<file path="src/rtl/id_ex_stage_if.sv">
// ID/EX stage bus: decoded instruction from ID, writeback candidates from
// EX/MEM and MEM/WB, and the ALU operands and control handed to EX.
// master = upstream pipeline side, slave = the ID/EX stage itself.
interface id_ex_stage_if;
    logic        valid_i;
    logic        flush_i;
    logic [31:0] RSdata_i;
    logic [31:0] RTdata_i;
    logic [31:0] imm_i;
    logic [4:0]  RSaddr_i;
    logic [4:0]  RTaddr_i;
    logic [4:0]  RDaddr_i;
    logic        ALUSrc_i;
    logic        RegWrite_i;
    logic        MemRead_i;
    logic        MemWrite_i;
    logic        MemtoReg_i;
    logic [2:0]  ALUCtrl_i;
    logic        EXMEM_RegWrite_i;
    logic [4:0]  EXMEM_RDaddr_i;
    logic [31:0] EXMEM_data_i;
    logic        MEMWB_RegWrite_i;
    logic [4:0]  MEMWB_RDaddr_i;
    logic [31:0] MEMWB_data_i;

    logic [31:0] data1_o;
    logic [31:0] data2_o;
    logic [2:0]  ALUCtrl_o;
    logic [31:0] RTdata_o;
    logic [4:0]  RDaddr_o;
    logic        RegWrite_o;
    logic        MemRead_o;
    logic        MemWrite_o;
    logic        MemtoReg_o;
    logic        valid_o;
    logic        stall_o;

    modport slave (
        input  valid_i, flush_i, RSdata_i, RTdata_i, imm_i,
               RSaddr_i, RTaddr_i, RDaddr_i,
               ALUSrc_i, RegWrite_i, MemRead_i, MemWrite_i, MemtoReg_i, ALUCtrl_i,
               EXMEM_RegWrite_i, EXMEM_RDaddr_i, EXMEM_data_i,
               MEMWB_RegWrite_i, MEMWB_RDaddr_i, MEMWB_data_i,
        output data1_o, data2_o, ALUCtrl_o, RTdata_o, RDaddr_o,
               RegWrite_o, MemRead_o, MemWrite_o, MemtoReg_o, valid_o, stall_o
    );

    modport master (
        output valid_i, flush_i, RSdata_i, RTdata_i, imm_i,
               RSaddr_i, RTaddr_i, RDaddr_i,
               ALUSrc_i, RegWrite_i, MemRead_i, MemWrite_i, MemtoReg_i, ALUCtrl_i,
               EXMEM_RegWrite_i, EXMEM_RDaddr_i, EXMEM_data_i,
               MEMWB_RegWrite_i, MEMWB_RDaddr_i, MEMWB_data_i,
        input  data1_o, data2_o, ALUCtrl_o, RTdata_o, RDaddr_o,
               RegWrite_o, MemRead_o, MemWrite_o, MemtoReg_o, valid_o, stall_o
    );
endinterface

</file>
<file path="src/rtl/id_ex_stage.sv">
// ID/EX pipeline register feeding the ALU.
// Optional feature macro: ID_EX_FORWARD_EN
//   defined   : EX/MEM > MEM/WB operand forwarding, stall on load-use only
//   undefined : no forwarding, stall on any RAW against EX or EX/MEM
module id_ex_stage (
    input  logic           clk_i,
    input  logic           rst_i,
    id_ex_stage_if.slave   bus
);
    logic        valid_q, regwrite_q, memread_q, memwrite_q, memtoreg_q, alusrc_q;
    logic [2:0]  aluctrl_q;
    logic [4:0]  rd_q, rs_q, rt_q;
    logic [31:0] rsdata_q, rtdata_q, imm_q;
    logic [31:0] rs_val, rt_val;
    logic        stall, capture, rt_used;

    // RT only matters as a source when it feeds the ALU or is store data.
    assign rt_used = ~bus.ALUSrc_i | bus.MemWrite_i;
    assign capture = bus.valid_i & ~stall & ~bus.flush_i;

    // Stage register: capture ID or load a bubble (control cleared, data held).
    always_ff @(posedge clk_i or posedge rst_i) begin
        if (rst_i) begin
            valid_q    <= 1'b0;
            regwrite_q <= 1'b0;
            memread_q  <= 1'b0;
            memwrite_q <= 1'b0;
            memtoreg_q <= 1'b0;
            alusrc_q   <= 1'b0;
            aluctrl_q  <= 3'd0;
            rd_q       <= 5'd0;
            rs_q       <= 5'd0;
            rt_q       <= 5'd0;
            rsdata_q   <= 32'd0;
            rtdata_q   <= 32'd0;
            imm_q      <= 32'd0;
        end else if (capture) begin
            valid_q    <= 1'b1;
            regwrite_q <= bus.RegWrite_i;
            memread_q  <= bus.MemRead_i;
            memwrite_q <= bus.MemWrite_i;
            memtoreg_q <= bus.MemtoReg_i;
            alusrc_q   <= bus.ALUSrc_i;
            aluctrl_q  <= bus.ALUCtrl_i;
            rd_q       <= bus.RDaddr_i;
            rs_q       <= bus.RSaddr_i;
            rt_q       <= bus.RTaddr_i;
            rsdata_q   <= bus.RSdata_i;
            rtdata_q   <= bus.RTdata_i;
            imm_q      <= bus.imm_i;
        end else begin
            valid_q    <= 1'b0;
            regwrite_q <= 1'b0;
            memread_q  <= 1'b0;
            memwrite_q <= 1'b0;
            memtoreg_q <= 1'b0;
        end
    end

`ifdef ID_EX_FORWARD_EN
    // Youngest producer wins; r0 is hardwired and never forwarded.
    function automatic logic [31:0] fwd(input logic [4:0] a, input logic [31:0] d,
                                        input logic xwe, input logic [4:0] xrd,
                                        input logic [31:0] xd, input logic wwe,
                                        input logic [4:0] wrd, input logic [31:0] wd);
        logic [31:0] r;
        r = d;
        if (xwe && xrd != 5'd0 && xrd == a)      r = xd;
        else if (wwe && wrd != 5'd0 && wrd == a) r = wd;
        return r;
    endfunction

    // Operand forwarding from EX/MEM and MEM/WB.
    always_comb begin
        rs_val = fwd(rs_q, rsdata_q, bus.EXMEM_RegWrite_i, bus.EXMEM_RDaddr_i,
                     bus.EXMEM_data_i, bus.MEMWB_RegWrite_i, bus.MEMWB_RDaddr_i,
                     bus.MEMWB_data_i);
        rt_val = fwd(rt_q, rtdata_q, bus.EXMEM_RegWrite_i, bus.EXMEM_RDaddr_i,
                     bus.EXMEM_data_i, bus.MEMWB_RegWrite_i, bus.MEMWB_RDaddr_i,
                     bus.MEMWB_data_i);
    end

    // Load-use: the loaded value is not available until MEM/WB.
    always_comb begin
        stall = 1'b0;
        if (bus.valid_i && valid_q && memread_q && rd_q != 5'd0 &&
            (rd_q == bus.RSaddr_i || (rd_q == bus.RTaddr_i && rt_used)))
            stall = 1'b1;
    end
`else
    logic unused_nofwd;
    assign unused_nofwd = ^{bus.EXMEM_data_i, bus.MEMWB_RegWrite_i, bus.MEMWB_RDaddr_i,
                            bus.MEMWB_data_i, rs_q, rt_q};

    // Without forwarding operands are the values read in ID.
    always_comb begin
        rs_val = rsdata_q;
        rt_val = rtdata_q;
    end

    // Any RAW against EX or EX/MEM must wait until the producer reaches MEM/WB,
    // where the register file's write-before-read covers it.
    always_comb begin
        logic ex_hit, mem_hit;
        ex_hit  = valid_q && regwrite_q && rd_q != 5'd0 &&
                  (rd_q == bus.RSaddr_i || (rd_q == bus.RTaddr_i && rt_used));
        mem_hit = bus.EXMEM_RegWrite_i && bus.EXMEM_RDaddr_i != 5'd0 &&
                  (bus.EXMEM_RDaddr_i == bus.RSaddr_i ||
                   (bus.EXMEM_RDaddr_i == bus.RTaddr_i && rt_used));
        stall   = bus.valid_i && (ex_hit || mem_hit);
    end
`endif

    assign bus.data1_o    = rs_val;
    assign bus.RTdata_o   = rt_val;
    assign bus.data2_o    = alusrc_q ? imm_q : rt_val;
    assign bus.ALUCtrl_o  = aluctrl_q;
    assign bus.RDaddr_o   = rd_q;
    assign bus.RegWrite_o = regwrite_q;
    assign bus.MemRead_o  = memread_q;
    assign bus.MemWrite_o = memwrite_q;
    assign bus.MemtoReg_o = memtoreg_q;
    assign bus.valid_o    = valid_q;
    assign bus.stall_o    = stall;
endmodule
</file>
<file path="src/flat_wrapper.sv">
// flat-port wrapper written by rule: the top's interface ports become plain ports
module id_ex_stage_flat 
  (clk_i, rst_i, bus_valid_i, bus_flush_i, bus_RSdata_i, bus_RTdata_i, bus_imm_i, bus_RSaddr_i, bus_RTaddr_i, bus_RDaddr_i, bus_ALUSrc_i, bus_RegWrite_i, bus_MemRead_i, bus_MemWrite_i, bus_MemtoReg_i, bus_ALUCtrl_i, bus_EXMEM_RegWrite_i, bus_EXMEM_RDaddr_i, bus_EXMEM_data_i, bus_MEMWB_RegWrite_i, bus_MEMWB_RDaddr_i, bus_MEMWB_data_i, bus_data1_o, bus_data2_o, bus_ALUCtrl_o, bus_RTdata_o, bus_RDaddr_o, bus_RegWrite_o, bus_MemRead_o, bus_MemWrite_o, bus_MemtoReg_o, bus_valid_o, bus_stall_o);
  id_ex_stage_if bus_i ();
  input  logic clk_i;
  input  logic rst_i;
  input wire logic [$bits(bus_i.valid_i)-1:0] bus_valid_i;
  input wire logic [$bits(bus_i.flush_i)-1:0] bus_flush_i;
  input wire logic [$bits(bus_i.RSdata_i)-1:0] bus_RSdata_i;
  input wire logic [$bits(bus_i.RTdata_i)-1:0] bus_RTdata_i;
  input wire logic [$bits(bus_i.imm_i)-1:0] bus_imm_i;
  input wire logic [$bits(bus_i.RSaddr_i)-1:0] bus_RSaddr_i;
  input wire logic [$bits(bus_i.RTaddr_i)-1:0] bus_RTaddr_i;
  input wire logic [$bits(bus_i.RDaddr_i)-1:0] bus_RDaddr_i;
  input wire logic [$bits(bus_i.ALUSrc_i)-1:0] bus_ALUSrc_i;
  input wire logic [$bits(bus_i.RegWrite_i)-1:0] bus_RegWrite_i;
  input wire logic [$bits(bus_i.MemRead_i)-1:0] bus_MemRead_i;
  input wire logic [$bits(bus_i.MemWrite_i)-1:0] bus_MemWrite_i;
  input wire logic [$bits(bus_i.MemtoReg_i)-1:0] bus_MemtoReg_i;
  input wire logic [$bits(bus_i.ALUCtrl_i)-1:0] bus_ALUCtrl_i;
  input wire logic [$bits(bus_i.EXMEM_RegWrite_i)-1:0] bus_EXMEM_RegWrite_i;
  input wire logic [$bits(bus_i.EXMEM_RDaddr_i)-1:0] bus_EXMEM_RDaddr_i;
  input wire logic [$bits(bus_i.EXMEM_data_i)-1:0] bus_EXMEM_data_i;
  input wire logic [$bits(bus_i.MEMWB_RegWrite_i)-1:0] bus_MEMWB_RegWrite_i;
  input wire logic [$bits(bus_i.MEMWB_RDaddr_i)-1:0] bus_MEMWB_RDaddr_i;
  input wire logic [$bits(bus_i.MEMWB_data_i)-1:0] bus_MEMWB_data_i;
  output wire logic [$bits(bus_i.data1_o)-1:0] bus_data1_o;
  output wire logic [$bits(bus_i.data2_o)-1:0] bus_data2_o;
  output wire logic [$bits(bus_i.ALUCtrl_o)-1:0] bus_ALUCtrl_o;
  output wire logic [$bits(bus_i.RTdata_o)-1:0] bus_RTdata_o;
  output wire logic [$bits(bus_i.RDaddr_o)-1:0] bus_RDaddr_o;
  output wire logic [$bits(bus_i.RegWrite_o)-1:0] bus_RegWrite_o;
  output wire logic [$bits(bus_i.MemRead_o)-1:0] bus_MemRead_o;
  output wire logic [$bits(bus_i.MemWrite_o)-1:0] bus_MemWrite_o;
  output wire logic [$bits(bus_i.MemtoReg_o)-1:0] bus_MemtoReg_o;
  output wire logic [$bits(bus_i.valid_o)-1:0] bus_valid_o;
  output wire logic [$bits(bus_i.stall_o)-1:0] bus_stall_o;
  assign bus_i.valid_i = bus_valid_i;
  assign bus_i.flush_i = bus_flush_i;
  assign bus_i.RSdata_i = bus_RSdata_i;
  assign bus_i.RTdata_i = bus_RTdata_i;
  assign bus_i.imm_i = bus_imm_i;
  assign bus_i.RSaddr_i = bus_RSaddr_i;
  assign bus_i.RTaddr_i = bus_RTaddr_i;
  assign bus_i.RDaddr_i = bus_RDaddr_i;
  assign bus_i.ALUSrc_i = bus_ALUSrc_i;
  assign bus_i.RegWrite_i = bus_RegWrite_i;
  assign bus_i.MemRead_i = bus_MemRead_i;
  assign bus_i.MemWrite_i = bus_MemWrite_i;
  assign bus_i.MemtoReg_i = bus_MemtoReg_i;
  assign bus_i.ALUCtrl_i = bus_ALUCtrl_i;
  assign bus_i.EXMEM_RegWrite_i = bus_EXMEM_RegWrite_i;
  assign bus_i.EXMEM_RDaddr_i = bus_EXMEM_RDaddr_i;
  assign bus_i.EXMEM_data_i = bus_EXMEM_data_i;
  assign bus_i.MEMWB_RegWrite_i = bus_MEMWB_RegWrite_i;
  assign bus_i.MEMWB_RDaddr_i = bus_MEMWB_RDaddr_i;
  assign bus_i.MEMWB_data_i = bus_MEMWB_data_i;
  assign bus_data1_o = bus_i.data1_o;
  assign bus_data2_o = bus_i.data2_o;
  assign bus_ALUCtrl_o = bus_i.ALUCtrl_o;
  assign bus_RTdata_o = bus_i.RTdata_o;
  assign bus_RDaddr_o = bus_i.RDaddr_o;
  assign bus_RegWrite_o = bus_i.RegWrite_o;
  assign bus_MemRead_o = bus_i.MemRead_o;
  assign bus_MemWrite_o = bus_i.MemWrite_o;
  assign bus_MemtoReg_o = bus_i.MemtoReg_o;
  assign bus_valid_o = bus_i.valid_o;
  assign bus_stall_o = bus_i.stall_o;
  id_ex_stage u_core (.clk_i(clk_i), .rst_i(rst_i), .bus(bus_i));
endmodule
</file>
<file path="config.mk">
export PLATFORM = sky130hd
export DESIGN_NAME = id_ex_stage_flat
export DESIGN_NICKNAME = d
export VERILOG_FILES = /design/src/rtl/id_ex_stage_if.sv /design/src/rtl/id_ex_stage.sv /design/src/flat_wrapper.sv
export SDC_FILE = /design/constraint.sdc
export NUM_CORES = 1
export LEC_CHECK = 0
export ABC_AREA = 1
export CAP_MARGIN = 10
export CORE_ASPECT_RATIO = 0.6
export CORE_MARGIN = 1.5
export CORE_UTILIZATION = 38
export CTS_CLUSTER_SIZE = 10
export DETAILED_ROUTE_END_ITERATION = 7
export GPL_ROUTABILITY_DRIVEN = 0
export HOLD_SLACK_MARGIN = 0.06
export PLACE_DENSITY = 0.82
export SYNTH_ARGS = -nofsm -noshare
export SYNTH_HDL_FRONTEND = slang
export SYNTH_SLANG_ARGS = --single-unit
</file>
<file path="constraint.sdc">
create_clock -name clk_i -period 5.4 [get_ports clk_i]
set_clock_uncertainty 0.2 [all_clocks]
set_input_delay 1.62 -clock clk_i [delete_from_list [all_inputs] [get_ports clk_i]]
set_output_delay 1.62 -clock clk_i [all_outputs]
set_load 0.1 [all_outputs]
</file>
==> out/metrics.yaml <==
run_status:
  status: "complete, no violations"
routing:
  drc: 0
  route.vias.total: 5095
  first_pass_iters: 5
  vias_per_cell: 5.07
  wl_um: 16300
  wire_per_inst_um: 16.3
  drt_iter0_drc: 296
  ant_nets: 0
synth:
  yosys_warnings: 0
  async_reset_ff_share_pct: 100
  avgSynthCellArea_um2: 8.53
  synth_area_leaders: "dfrtp_1 (52%), nand2_1 (18%), nand4_1 (13%), mux2_2 (6.9%), inv_1 (1.9%)"
  synthesis.nets: 814
  ys.flop_type: "dfrtp_1"
  synth_cell_types: 22
  yosysTopAreaCell: "dfrtp_1"
  yosysMostFrequentCell: "nand2_1"
  synth_area_um2: 5250
  ys_seq_area_share_pct: 52.4
  synth-edff-count: 0
  syn_inst: 615
  ys_seq_elements: 110
  netlist_top_cells_count: "nand2_1 (257), dfrtp_1 (110), nand4_1 (106)"
  synth_top_area_share_pct: 52.4
global_route:
  grt_pass1_vias: 4852
  grt_max_degree: 106
  met2_usage_pct: 36.0
  grt_usage_pct: 22.5
  grt-ovfl-total: 0
  busiest_layer: "met2"
  grt_pass1_wl_um: 25700
  met1_usage_pct: 30.0
  antenna_found_initial: 1
  grtUsageMet3_pct: 7.98
setup_path:
  start_kind: "primary input"
  crit_type: "primary input to primary output"
  crit_fanout: 3
  cp-end-kind: "primary output"
  arrival_ps: 3130
  crit_required_ps: 3580
flow_run:
  drv_cap: 0
sta:
  worst_slew_pin_slew_ps: 1040
  hold_viol: 0
  rsz0062_at_grt: "no"
  max_freq_mhz: 202
  slew_headroom_pct: 30.8
  final.period_utilization_pct: 91.6
  setup_viol: 0
  slew_violations: 0
  final.setup.tns_ps: 0
  timing.final.crit_period_ps: 4950
worst_hold_path:
  worstHoldPathType: "flop to flop"
clock_network:
  cts_root_buf: "clkbuf_16"
  clkTransAtPathRegs_ps: 80
  clk_path_buf_depth: 2
  clk_latency_ps: 340
  post_cts_buffers: 0
  ctsHoldBuffers: 0
  htreeDepth: 3
  cts_resized: 0
  cts.sinks: 110
  cts_tree: "done"
  cts_inserted_buffers: 9
power:
  total_power_mw: 3.23
  peakVddDrop_uv: 198
  p_leak_nw: 3.91
  powerDensity_nw_per_um2: 406
die:
  die_x_um: 155
  core_area_um2: 13600
  rows: 33
  initial_core_util_pct: 38.6
  io_pins: 309
  die_area_um2: 14500
  die_h_um: 94.0
place:
  hpwl_um: 11100
  portBuffers: 238
layout:
  finalNetCount: 1023
  areaGrowthSynthToFinish_pct: 51.7
  layout-drive-gt1-share_pct: 11.6
==> cell type report <==
cell class | instances | area [µm²]
Antenna cell | 1 | 2.50
Clock buffer | 10 | 229
Clock inverter | 6 | 51.3
Fill cell | 1203 | 5620
Inverter | 27 | 104
Multi-Input combinational cell | 429 | 2190
Sequential cell | 110 | 2750
Tap cell | 175 | 219
Timing Repair Buffer | 247 | 2420
==> critical path: stages <==
cell and delay [ps]:
clkdlybuf4s50_1 530, inv_1 70, nand2_1 60, nand2_1 60, nor2_1 100, nand3_1 80
nand2_1 140, nand2_4 70, a21oi_2 200, buf_12 200
==> per-stage QoR <==
step           instance area (µm²)  setup slack, ps  cells  utilization, %  hold slack (ps)
2_1_floorplan                 5250              292    615               -              236
3_3_place_gp                  7680              470    988            56.5              249
3_5_place_dp                  7680              463    988            56.5              255
4_1_cts                       7960              448   1004            58.6              274
5_1_grt                       7960              336   1005            58.6              297
6_report                      7960              451   1005            58.6              272
==> final timing paths <==
path	slack, ps	end	cells after the start	from
setup / recovery	450	bus_stall_o	10	bus_RTaddr_i[1]
hold / removal	270	u_core.bus.data1_o[27]	2	u_core.bus.data1_o[27]
setup reg to reg	2610	u_core.bus.data1_o[7]	9	u_core.bus.RDaddr_o[3]
hold reg to reg	270	u_core.bus.data1_o[27]	2	u_core.bus.data1_o[27]
max in group asynchronous	2730	u_core.bus.RTdata_o[15]	3	rst_i
min in group asynchronous	1500	u_core.bus.MemRead_o	2	rst_i
==> registers in the layout, summed over array words and instances, names as in the netlist <==
register / cells
u_core.bus.RTdata_o: 32
u_core.bus.data1_o: 32
u_core.imm_q: 32
u_core.bus.RDaddr_o: 5
u_core.bus.ALUCtrl_o: 3
u_core.alusrc_q: 1
u_core.bus.MemRead_o: 1
u_core.bus.MemWrite_o: 1
u_core.bus.MemtoReg_o: 1
u_core.bus.RegWrite_o: 1
u_core.bus.valid_o: 1
==> kinds of logic (layout without fill, tap and decap cells) <==
logic type / after synthesis / count (layout) / share of synthesized area [%]
and+or+nand+nor: 389 / 389 / 33.3
xor gates and xnor gates: 3 / 3 / 0.501
buffers and inverters: 76 / 290 / 6.41
other: 0 / 1 / 0
AOI/OAI and AO/OA: 5 / 5 / 0.477
DFF: 110 / 110 / 52.4
muxes: 32 / 32 / 6.87
==> per-layer routing <==
metal / wire length [µm] / vias up
met4: 132 / 0
li1: - / 2468
met1: 7150 / 2408
met3: 1520 / 14
met2: 7530 / 205
met5: 0 / -
==> power by group <==
group / total (mW) / switching (mW) / internal (mW)
clock network: 0.638 / 0.315 / 0.323
logic: 1.58 / 1.19 / 0.387
registers: 1.02 / 0.0844 / 0.935
==> cell usage in the layout, fill, tap and decap left out, types with 4 or more instances in the layout <==
cell type	netlist	layout
nand4_1	106	106
nand3_1	6	6
buf_12	0	4
mux2_2	32	32
inv_6	0	4
nor2_1	15	15
dfrtp_1	110	110
clkdlybuf4s50_1	0	205
clkbuf_16	0	9
buf_4	7	38
inv_1	26	25
nand2_1	257	257
Note: power is estimated with default switching activity, not from simulation.
==> RTL edit 1, RTL diff (same settings) <==
Make the reset (`rst_i`) synchronous in one clocked block.
--- a/src/rtl/id_ex_stage.sv
+++ b/src/rtl/id_ex_stage.sv
@@ -19,7 +19,7 @@
     assign capture = bus.valid_i & ~stall & ~bus.flush_i;
 
     // Stage register: capture ID or load a bubble (control cleared, data held).
-    always_ff @(posedge clk_i or posedge rst_i) begin
+    always_ff @(posedge clk_i) begin
         if (rst_i) begin
             valid_q    <= 1'b0;
             regwrite_q <= 1'b0;
Behaviour: differs if rst_i is asserted again (counterexample within 4 cycles, from zero or initial values and one cycle with rst_i high); with rst_i held inactive, the same outputs for 10 cycles.
==> RTL edit 1 against the original RTL <==
- core utilization shrank 3.3 points
- largest power group unchanged
- synthesized area grew 20%
- largest cell class is now multi-input gates
- total power shrank 20%
- sequential cell count is the same
- critical path type unchanged
- routed wire length grew 15%
- register-to-register slack gained 0.04 ns
- worst setup slack gained 0.0086 ns
- clock power grew 19%
- count of clock-buffer cells in the layout is the same
- final area grew 12%
- synthesized cell count grew 74%
==> RTL edit 1: results <==
metrics = {
    "status": {
        "status": "finished clean",
    },
    "critical_path": {
        "rr_worst_depth": 12,
        "ff2ff_setup_slack_ns": 2.65,
        "worstReg2RegStart": "u_core.bus.RDaddr_o[1]$_SDFFE_PP0P_",
        "r2r-end": "u_core.bus.RTdata_o[25]$_SDFFE_PP0P_",
        "arrival_ns": 3.12,
        "worstSetupStartpoint": "bus_EXMEM_RDaddr_i[2]",
        "path_class": "input pin to output port",
    },
    "global_route": {
        "grt_pass1_vias": 6055,
        "grt_usage_pct": 21.8,
        "grt_pass1_wl_um": 30100,
    },
    "synthesis": {
        "syn_nets": 1270,
        "yosys_warnings": 0,
        "ys.flop_type": "dfxtp_1",
        "ys_top_cells_by_count": "322 x inv_1, 286 x nand2_1, 118 x nor2_1",
        "ys_types": 21,
        "syn_area_per_cell_um2": 5.86,
        "synth_area_leaders": "dfxtp_1 35%, inv_1 19%, nand2_1 17%, nand4_1 11%, nor2_1 7.1%",
        "synth-seq-area-share_pct": 35.1,
        "async_flop_share_pct": 0,
    },
    "placement": {
        "hpwl_um": 12700,
        "place_ws_ns": 0.456,
        "placed_area_um2": 8610,
        "place_inst": 1463,
    },
    "route": {
        "drtIter0Drc": 333,
        "dr_wl_met2_um": 8120,
        "wl_met1_um": 8620,
        "wl_per_cell_um": 12.7,
        "vias": 6664,
        "vias_per_cell": 4.51,
        "routed.top_layer": "met4",
        "wl_met3_um": 1850,
    },
    "hold_path": {
        "hold_path.class": "register to register",
        "min_from": "u_core.bus.data1_o[19]$_SDFFE_PP0P_",
        "min_to": "u_core.bus.data1_o[19]$_SDFFE_PP0P_",
        "holdPathStages": 4,
    },
    "power_and_ir_drop": {
        "p_sw_mw": 1.01,
        "p_leak_nw": 4.82,
        "peakVddDrop_v": 0.000154,
    },
    "sta": {
        "max_slew_margin_pct": 19.4,
        "max_freq_mhz": 202,
        "hold_ws_ns": 0.308,
    },
    "layout": {
        "drive_gt1_share_pct": 5.60,
        "fillers": 1578,
    },
}
==> RTL edit 1: cell count changes after synthesis, moves of 9 or more <==
cell | unedited run | this run
mux2_2 | 32 | 0
nor2_1 | 15 | 118
dfxtp_1 | 0 | 110
inv_2 | 1 | 10
inv_1 | 26 | 322
o21ai_0 | 2 | 33
buf_1 | 2 | 13
dfrtp_1 | 110 | 0
nand2_1 | 257 | 286
buf_6 | 1 | 12
==> RTL edit 1: worst max-delay path, stage by stage <==
cell             delay, ns
clkdlybuf4s50_1       0.51
inv_1                 0.10
nand2_1               0.06
nand2_1               0.05
nor2_1                0.12
nand3_1               0.08
nand2_1               0.11
nand2_4               0.07
a21oi_2               0.17
buf_12                0.20
==> RTL edit 1: cell families after synthesis <==
group | after synthesis | synth area share, %
AO/OA/AOI/OAI | 37 | 2.95
XOR/XNOR | 4 | 0.558
buffers and inverters | 396 | 25.3
flip-flops | 110 | 35.1
AND/OR/NAND/NOR | 524 | 36.1
==> RTL edit 1: area by class of cell <==
class,count,area [um2],area share (%)
Antenna cell,2,5.00,0.0559
Multi-Input combinational cell,565,2510,28.1
Clock buffer,10,229,2.56
Timing Repair Buffer,246,2380,26.7
Inverter,333,1250,14.0
Tap cell,209,262,2.92
Clock inverter,4,97.6,1.09
Sequential cell,110,2200,24.6
==> RTL edit 1: per-layer routing <==
layer | up-vias | global-route usage, %
met5 | - | 0
met4 | 0 | 5.77
met3 | 17 | 7.64
met2 | 212 | 34.6
met1 | 2954 | 28.4
li1 | 3481 | -
==> RTL edit 1: power by group through the flow <==
stage                     sequential (mW)  combinational (mW)  clock [mW]
after floorplan                      1.20               0.395           0
after global placement              0.925               0.917           0
after detailed placement            0.928               0.926           0
after CTS                           0.910               0.929       0.780
after global routing                0.917               0.988       0.813
final                               0.910               0.924       0.759
==> RTL edit 2, RTL diff (config.mk and constraints unchanged) <==
Made on the original files. Build with the macro `ID_EX_FORWARD_EN` defined.
--- a/src/rtl/id_ex_stage.sv
+++ b/src/rtl/id_ex_stage.sv
@@ -2,6 +2,8 @@
 // Optional feature macro: ID_EX_FORWARD_EN
 //   defined   : EX/MEM > MEM/WB operand forwarding, stall on load-use only
 //   undefined : no forwarding, stall on any RAW against EX or EX/MEM
+`define ID_EX_FORWARD_EN
+
 module id_ex_stage (
     input  logic           clk_i,
     input  logic           rst_i,
Formal check against the unedited RTL: not equivalent (a bounded check fails within 4 cycles, from zero or initial values and one cycle with rst_i high).
==> RTL edit 2 against the original RTL <==
- the run now ends with design-rule violations, negative setup slack left
- sequential cell count increased by 10
- final area up 61%
- total power is 43% higher
- sequential share of layout area is 11 points lower
- routed wire length rose by 100%
- cell count grew 67%
- synthesized area increased by 44%
- count of clock-buffer cells in the layout rose by 9
- clock power is 69% higher
- worst setup slack got worse by 0.47 ns
- highest routed layer is now met5
- fmax fell by 8.7%
- via count is 79% higher
- synthesized cell count grew 82%
- global-route usage is 8.0 points higher
==> RTL edit 2: results <==
metrics = {
    "status": {
        "status": "finished, violations left",
        "violations": "design-rule violations, negative setup slack",
    },
    "sta": {
        "timing.final.ws_setup_ns": -0.0186,
        "max_slew_margin_pct": 33.5,
        "fin_setup_tns_ns": -0.0186,
        "setup_violations": 1,
    },
    "placement": {
        "place_inst": 1642,
        "place_ws_ns": -0.000404,
        "hpwl_um": 22600,
        "port_buffers": 308,
        "placed_area_um2": 12000,
    },
    "route": {
        "wl_met1_um": 13300,
        "routed.top_layer": "met5",
        "vias_per_cell": 5.41,
        "drc": 4,
        "dr_wl_met2_um": 14800,
        "drtIter0Drc": 1113,
        "vias": 9103,
        "wl_per_cell_um": 19.6,
        "wl_met3_um": 4350,
    },
    "cts": {
        "clk_latency_ns": 0.41,
        "cts.htree.levels": 4,
        "numCtsBuffers": 17,
        "cts.clk_slew.worst_paths_ns": 0.06,
    },
    "critical_path": {
        "crit_fanout": 14,
        "cp-endpoint": "bus_data1_o[26]",
        "rr_worst_depth": 10,
        "worstReg2RegStart": "u_core.bus.RDaddr_o[1]$_DFFE_PP0P_",
        "worstSetupStartpoint": "bus_MEMWB_RDaddr_i[2]",
        "ff2ff_setup_slack_ns": 2.57,
        "critical-path-max-stage-delay_ns": 0.58,
        "r2r-end": "u_core.rsdata_q[11]$_DFFE_PP0P_",
        "arrival_ns": 3.60,
    },
    "synthesis": {
        "ys_top_cells_by_count": "374 x nand2_1, 280 x nand3_1, 120 x dfrtp_1",
        "synth-seq-area-share_pct": 39.8,
        "syn_area_per_cell_um2": 6.75,
        "ys_types": 24,
        "syn_nets": 1317,
        "synth_area_leaders": "dfrtp_1 40%, nand2_1 19%, nand3_1 19%, inv_1 5.5%, nand4_1 2.7%",
    },
    "layout": {
        "drive_gt1_share_pct": 14.0,
        "layout.nets": 1601,
        "fillers": 1561,
    },
    "global_route": {
        "grt_pass1_vias": 8774,
        "antenna_found_initial": 3,
        "grt_pass1_wl_um": 48400,
        "grt_usage_pct": 30.5,
        "grt_max_degree": 116,
    },
    "power_and_ir_drop": {
        "p_leak_nw": 6.45,
        "peakVddDrop_v": 0.000231,
    },
}
[RTL edit 2: kinds of logic (layout without fill, tap and decap cells)]
family	Yosys count	count (layout)	share of synthesized area, %
simple gates	745	745	44.2
buf+inv	191	488	10.5
flops	120	120	39.8
compound gates	35	35	2.37
xor+xnor	27	27	3.13
other cells	0	2	0
[RTL edit 2: routing by layer]
layer  GRT usage, %  vias to the layer above
met3           10.7                       57
met5              0                        -
met2           47.1                      590
met1           40.4                     4289
li1               -                     4165
met4           8.73                        2
[RTL edit 2: final cells by class]
type / instances / area [um2] / share of cell area [%]
flip-flops and latches: 120 / 3000 / 23.4
diodes: 2 / 5.00 / 0.0390
well taps: 266 / 333 / 2.59
inverters: 111 / 422 / 3.29
clock inverters: 13 / 98.8 / 0.770
multi-input cells: 807 / 3890 / 30.3
clock buffers: 19 / 453 / 3.53
repair buffers: 345 / 4620 / 36.0
[RTL edit 2: report_power, final]
part           internal [mW]  switching [mW]
Combinational          0.843            1.60
Clock                  0.614           0.467
Sequential              1.01          0.0814
Total                   2.47            2.15
[RTL edit 2: repair_timing]
action                                  CTS  global route
gates cloned                              0             4
endpoints found under the setup margin    6            67
setup buffers                             0             3
pin swaps                                 0             5
resized for setup                         2            32
[RTL edit 2: worst min path at each step]
stage                                    start                               to  slack (ns)
5_1_grt        u_core.rtdata_q[19]$_DFFE_PP0P_  u_core.rtdata_q[19]$_DFFE_PP0P_        0.29
3_5_place_dp       u_core.imm_q[8]$_DFFE_PP0P_      u_core.imm_q[8]$_DFFE_PP0P_        0.26
3_3_place_gp   u_core.rsdata_q[20]$_DFFE_PP0P_  u_core.rsdata_q[20]$_DFFE_PP0P_        0.25
6_report          u_core.imm_q[22]$_DFFE_PP0P_     u_core.imm_q[22]$_DFFE_PP0P_        0.27
2_1_floorplan     u_core.imm_q[30]$_DFFE_PP0P_     u_core.imm_q[30]$_DFFE_PP0P_        0.24
4_1_cts        u_core.rsdata_q[19]$_DFFE_PP0P_  u_core.rsdata_q[19]$_DFFE_PP0P_        0.27
[RTL edit 2: stage by stage]
| step | hold WS (ns) | utilization [%] |
|---|---|---|
| after global routing | 0.286 | 66.8 |
| after floorplan | 0.242 | - |
| after CTS | 0.274 | 65.4 |
| after global placement | 0.254 | 62.4 |
| final | 0.274 | 66.8 |
| after detailed placement | 0.259 | 62.4 |
[RTL edit 2: worst max-delay path, delay by kind of cell]
family	cells	cell delay (ns)
AOI/OAI and AO/OA	1	0.20
and+or+nand+nor	7	0.80
buffers and inverters	3	0.97
